==> config.mk <==
export PLATFORM = sky130hd
export DESIGN_NAME = local_packet_serializer
export DESIGN_NICKNAME = d
export VERILOG_FILES = /design/src/rtl/local_packet_serializer.sv
export SDC_FILE = /design/constraint.sdc
export NUM_CORES = 1
export LEC_CHECK = 0
export ABC_AREA = 1
export CORE_AREA = 5 5 168 89
export DETAILED_ROUTE_END_ITERATION = 10
export DIE_AREA = 0 0 173 94
export GPL_ROUTABILITY_DRIVEN = 1
export PLACE_DENSITY = 0.74
export SYNTH_ARGS = -nofsm -noshare
export SYNTH_HDL_FRONTEND = slang
export SYNTH_SLANG_ARGS = --single-unit
==> constraint.sdc <==
create_clock -name rt_clk -period 5.3 [get_ports rt_clk]
set_input_delay 1.06 -clock rt_clk [delete_from_list [all_inputs] [get_ports rt_clk]]
set_output_delay 1.06 -clock rt_clk [all_outputs]
set_load 0.02 [all_outputs]
==> src/rtl/local_packet_serializer.sv <==
// Buffers 32-bit spike packets and serializes them MSB-nibble first onto the router local port.
// Optional SERIALIZER_STATS_EN adds saturating sent-packet and drop counters.
module local_packet_serializer #(
    parameter int packet_size    = 32,
    parameter int flit_size      = 4,
    parameter int FIFO_DEPTH_BIT = 2
) (
    input  logic                   rt_clk,
    input  logic                   rt_rst,
    input  logic [packet_size-1:0] packet_in,
    input  logic                   packet_write_req,
    output logic                   packet_buf_full,
    output logic                   packet_buf_empty,
    output logic [flit_size-1:0]   flit_out,
    output logic                   write_req_to_router,
    input  logic                   router_local_full,
    output logic                   packet_drop
`ifdef SERIALIZER_STATS_EN
    ,
    output logic [15:0]            sent_packet_cnt,
    output logic [15:0]            drop_cnt
`endif
);
    localparam int FIFO_DEPTH = 1 << FIFO_DEPTH_BIT;
    localparam int FLITS      = packet_size / flit_size;
    localparam int CNT_W      = (FLITS > 1) ? $clog2(FLITS) : 1;
    localparam logic [FIFO_DEPTH_BIT:0] FULL_COUNT = {1'b1, {FIFO_DEPTH_BIT{1'b0}}};
    localparam logic [CNT_W-1:0]        LAST_CNT   = CNT_W'(FLITS - 1);

    typedef enum logic {IDLE, SEND} state_t;
    state_t state, state_next;

    logic [packet_size-1:0]    mem [FIFO_DEPTH];
    logic [FIFO_DEPTH_BIT-1:0] rd_ptr, wr_ptr;
    logic [FIFO_DEPTH_BIT:0]   count;
    logic [packet_size-1:0]    shreg;
    logic [CNT_W-1:0]          flit_cnt;
    logic                      fifo_full, fifo_has;
    logic                      pop, push, send, last;

    assign fifo_full        = (count == FULL_COUNT);
    assign fifo_has         = (count != '0);
    assign packet_buf_full  = fifo_full;
    assign packet_buf_empty = !fifo_has && (state == IDLE);

    always_ff @(posedge rt_clk) begin
        if (rt_rst) state <= IDLE;
        else        state <= state_next;
    end

    always_comb begin
        state_next = state;
        pop        = 1'b0;
        send       = 1'b0;
        last       = 1'b0;
        case (state)
            IDLE: begin
                if (fifo_has) begin
                    pop        = 1'b1;
                    state_next = SEND;
                end
            end
            SEND: begin
                if (!router_local_full) begin
                    send = 1'b1;
                    if (flit_cnt == LAST_CNT) begin
                        last = 1'b1;
                        // chain straight into the next packet so the link sees no bubble
                        if (fifo_has) pop = 1'b1;
                        else          state_next = IDLE;
                    end
                end
            end
            default: state_next = IDLE;
        endcase
        // a pop in the same cycle frees the slot, so a write at full is still accepted
        push = packet_write_req && (!fifo_full || pop);
    end

    always_ff @(posedge rt_clk) begin
        if (push) mem[wr_ptr] <= packet_in;
    end

    always_ff @(posedge rt_clk) begin
        if (rt_rst) begin
            rd_ptr              <= '0;
            wr_ptr              <= '0;
            count               <= '0;
            shreg               <= '0;
            flit_cnt            <= '0;
            flit_out            <= '0;
            write_req_to_router <= 1'b0;
            packet_drop         <= 1'b0;
        end else begin
            write_req_to_router <= send;
            packet_drop         <= packet_write_req && !push;
            if (push) wr_ptr <= wr_ptr + 1'b1;
            if (pop)  rd_ptr <= rd_ptr + 1'b1;
            case ({push, pop})
                2'b10:   count <= count + 1'b1;
                2'b01:   count <= count - 1'b1;
                default: count <= count;
            endcase
            if (send) flit_out <= shreg[packet_size-1 -: flit_size];
            if (pop) begin
                shreg    <= mem[rd_ptr];
                flit_cnt <= '0;
            end else if (send) begin
                shreg    <= shreg << flit_size;
                flit_cnt <= flit_cnt + 1'b1;
            end
        end
    end

`ifdef SERIALIZER_STATS_EN
    always_ff @(posedge rt_clk) begin
        if (rt_rst) begin
            sent_packet_cnt <= '0;
            drop_cnt        <= '0;
        end else begin
            if (last && sent_packet_cnt != 16'hFFFF)
                sent_packet_cnt <= sent_packet_cnt + 16'd1;
            if (packet_write_req && !push && drop_cnt != 16'hFFFF)
                drop_cnt <= drop_cnt + 16'd1;
        end
    end
`endif

endmodule

==> flow_metrics.py <==
metrics = {
    "run_status": {
        "outcome": "complete, no violations",
    },
    "logic_synthesis": {
        "synth.area.top_cells": "edfxtp_1 (54%), dfxtp_1 (14%), nor2_1 (7.1%), o21ai_0 (6.1%), nand2_1 (3.2%)",
        "synthFlopType": "edfxtp_1",
        "syn_inst": 653,
        "synth.distinct_cells": 31,
        "synth-edff-count": 128,
        "synth_top_cell_by_area": "edfxtp_1",
        "netlist_area_sq_um": 7170,
        "synth-seq-cells": 179,
        "synth_top_area_share_pct": 53.6,
        "syn_nets": 696,
        "ys_seq_area_share_pct": 67.9,
        "avgSynthCellArea_sq_um": 11.0,
        "synthArstFlopShare_pct": 0,
        "yosysWarnings": 0,
    },
    "floorplan": {
        "core_area_sq_um": 13300,
        "die_area_sq_um": 16300,
        "die_w_um": 173,
        "rows": 30,
        "die_h_um": 94,
        "start_util_pct": 53.9,
        "ioPinCount": 44,
    },
    "detailed_routing": {
        "wirelength_um": 15700,
        "drt-pass1-iter-count": 5,
        "drt_iter0_drc": 410,
        "antenna_left": 0,
        "avgRoutedWirePerCell_um": 18.0,
        "vias": 4882,
        "drc": 0,
        "vias_per_cell": 5.60,
    },
    "placed_design": {
        "place.port_buffers": 43,
        "hpwl_um": 9440,
        "pre_cts_ws_ps": 1730,
        "globalplace.congestion": 0.840,
    },
    "power": {
        "p_leak_nw": 2.99,
        "power.density_nw_per_um2": 550,
        "vdd_ir_drop_max_mv": 0.237,
    },
    "cts": {
        "postCtsSetupRepairBufs": 0,
        "htreeDepth": 4,
        "cts_hold_buf": 0,
        "cts_buffer_depth": 2,
        "clk_pin_slew_ps": 70,
        "cts_tree": "done",
        "cts-root-buf": "clkbuf_16",
        "numCtsBuffers": 17,
        "post_cts_resized": 0,
        "cts_sinks": 179,
        "clkLatencyLatePin_ps": 420,
    },
    "setup_path": {
        "cp_data_required_time_ps": 5620,
        "crit_arrival_ps": 3460,
        "r2r_setup_slack_ps": 2650,
        "cp-start-kind": "input pin",
        "critPathMaxFanout": 38,
        "cp-end-kind": "flip-flop",
        "crit_type": "input pin to flip-flop",
    },
    "layout": {
        "layout_commonest_cell": "nor2_1",
        "multiInputGateArea_sq_um": 1950,
        "seq_area_sq_um": 4870,
        "nets": 727,
        "fillers": 1059,
        "area_growth_pct": 15.7,
        "n_antenna_cell": 0,
        "drive_gt1_share_pct": 9.34,
        "final_cell_mix": "nor2_1 (131), edfxtp_1 (128), o21ai_0 (88)",
    },
    "global_route": {
        "grt_first_pass_wirelength_um": 25200,
        "grt_pass1_vias": 4759,
        "antenna_found_initial": 0,
        "groute.usage.overall_pct": 20.1,
        "grt-ovfl-total": 0,
        "grt_max_degree": 67,
    },
    "timing": {
        "final_hold_viol_count": 0,
        "slew_headroom_pct": 29.8,
        "setup_tns_ps": 0,
        "worst_slew_pin_slew_ps": 1050,
        "fin_ws_ps": 2150,
        "max_clock_freq_mhz": 318,
        "fin_crit_ps": 3150,
        "finalClockSkew_ps": 8.23,
        "grt_setup_unrepaired": "no",
        "final_max_slew_viol_count": 0,
        "min_period_over_period_pct": 59.4,
        "setup_viol": 0,
    },
    "flow_run": {
        "max-cap-violations": 0,
    },
    "hold_path": {
        "hold_class": "flip-flop to flip-flop",
    },
}
cell type report:
type,instances,area share [%]
Multi-Input combinational cell,398,23.5
Clock inverter,14,2.43
Clock buffer,17,5.13
Timing Repair Buffer,50,5.83
Sequential cell,179,58.7
Inverter,38,1.78
Tap cell,176,2.66
synthesized netlist by cell type, drive strengths merged (6+ instances only):
library cell	n
o21ai	111
o21a	11
a31oi	12
a21oi	16
ha	6
dfxtp	51
inv	38
clkbuf	16
nor3	15
nand2	66
buf	22
edfxtp	128
nand3	16
nor2	137
worst max-delay path, stage by stage:
cell,delay (ps)
clkdlybuf4s50_1,420
inv_2,90
nand2_1,70
nand2_2,110
nand2_4,270
inv_4,480
nand2_4,110
fa_1,440
inv_1,70
nand4_1,110
a21oi_1,170
nor2_1,60
final timing paths:
kind,startpoint,to,depth (start not counted)
hold reg to reg,shreg[2],shreg[2],2
setup / recovery,router_local_full,count[2],12
hold / removal,shreg[2],shreg[2],2
setup reg to reg,flit_cnt[0],count[2],12
per-layer routing:
layer	part of all wire [%]	wire [um]	track usage, %
met1	49	7690	29.2
met2	43	6750	30.5
met3	6.7	1050	4.58
met4	1.1	180	5.37
met5	0	0	0
metrics by stage:
step / hold slack (ps) / utilization, % / total power, mW / instance area, sq um / std cells
floorplan: 442 / - / 2.91 / 7170 / 653
CTS: 466 / 62.4 / 4.57 / 8290 / 872
finish: 467 / 62.4 / 4.56 / 8290 / 872
detailed placement: 456 / 57.7 / 3.23 / 7660 / 841
global route: 493 / 62.4 / 4.83 / 8290 / 872
global placement: 454 / 57.7 / 3.18 / 7660 / 841
state kept, by name, indices dropped and copies added, names as in the netlist, named ones only:
signal,count
packet_drop,1
state,1
rd_ptr,2
count,3
mem,128
flit_cnt,3
flit_out,4
shreg,32
write_req_to_router,1
wr_ptr,2
cell families after synthesis:
kind of cell / Yosys count / share of synthesized area (%)
fa+ha+maj: 7 / 1.33
buf+inv: 76 / 5.10
compound gates: 154 / 11.9
xor+xnor: 1 / 0.122
simple gates: 236 / 13.6
flops: 179 / 67.9
power by group:
group	leakage, nW	internal [mW]	switching [mW]
Clock	0.306	0.796	0.542
Sequential	1.60	1.77	0.121
Combinational	1.09	0.412	0.919
Power figures use the tool's default switching activity.
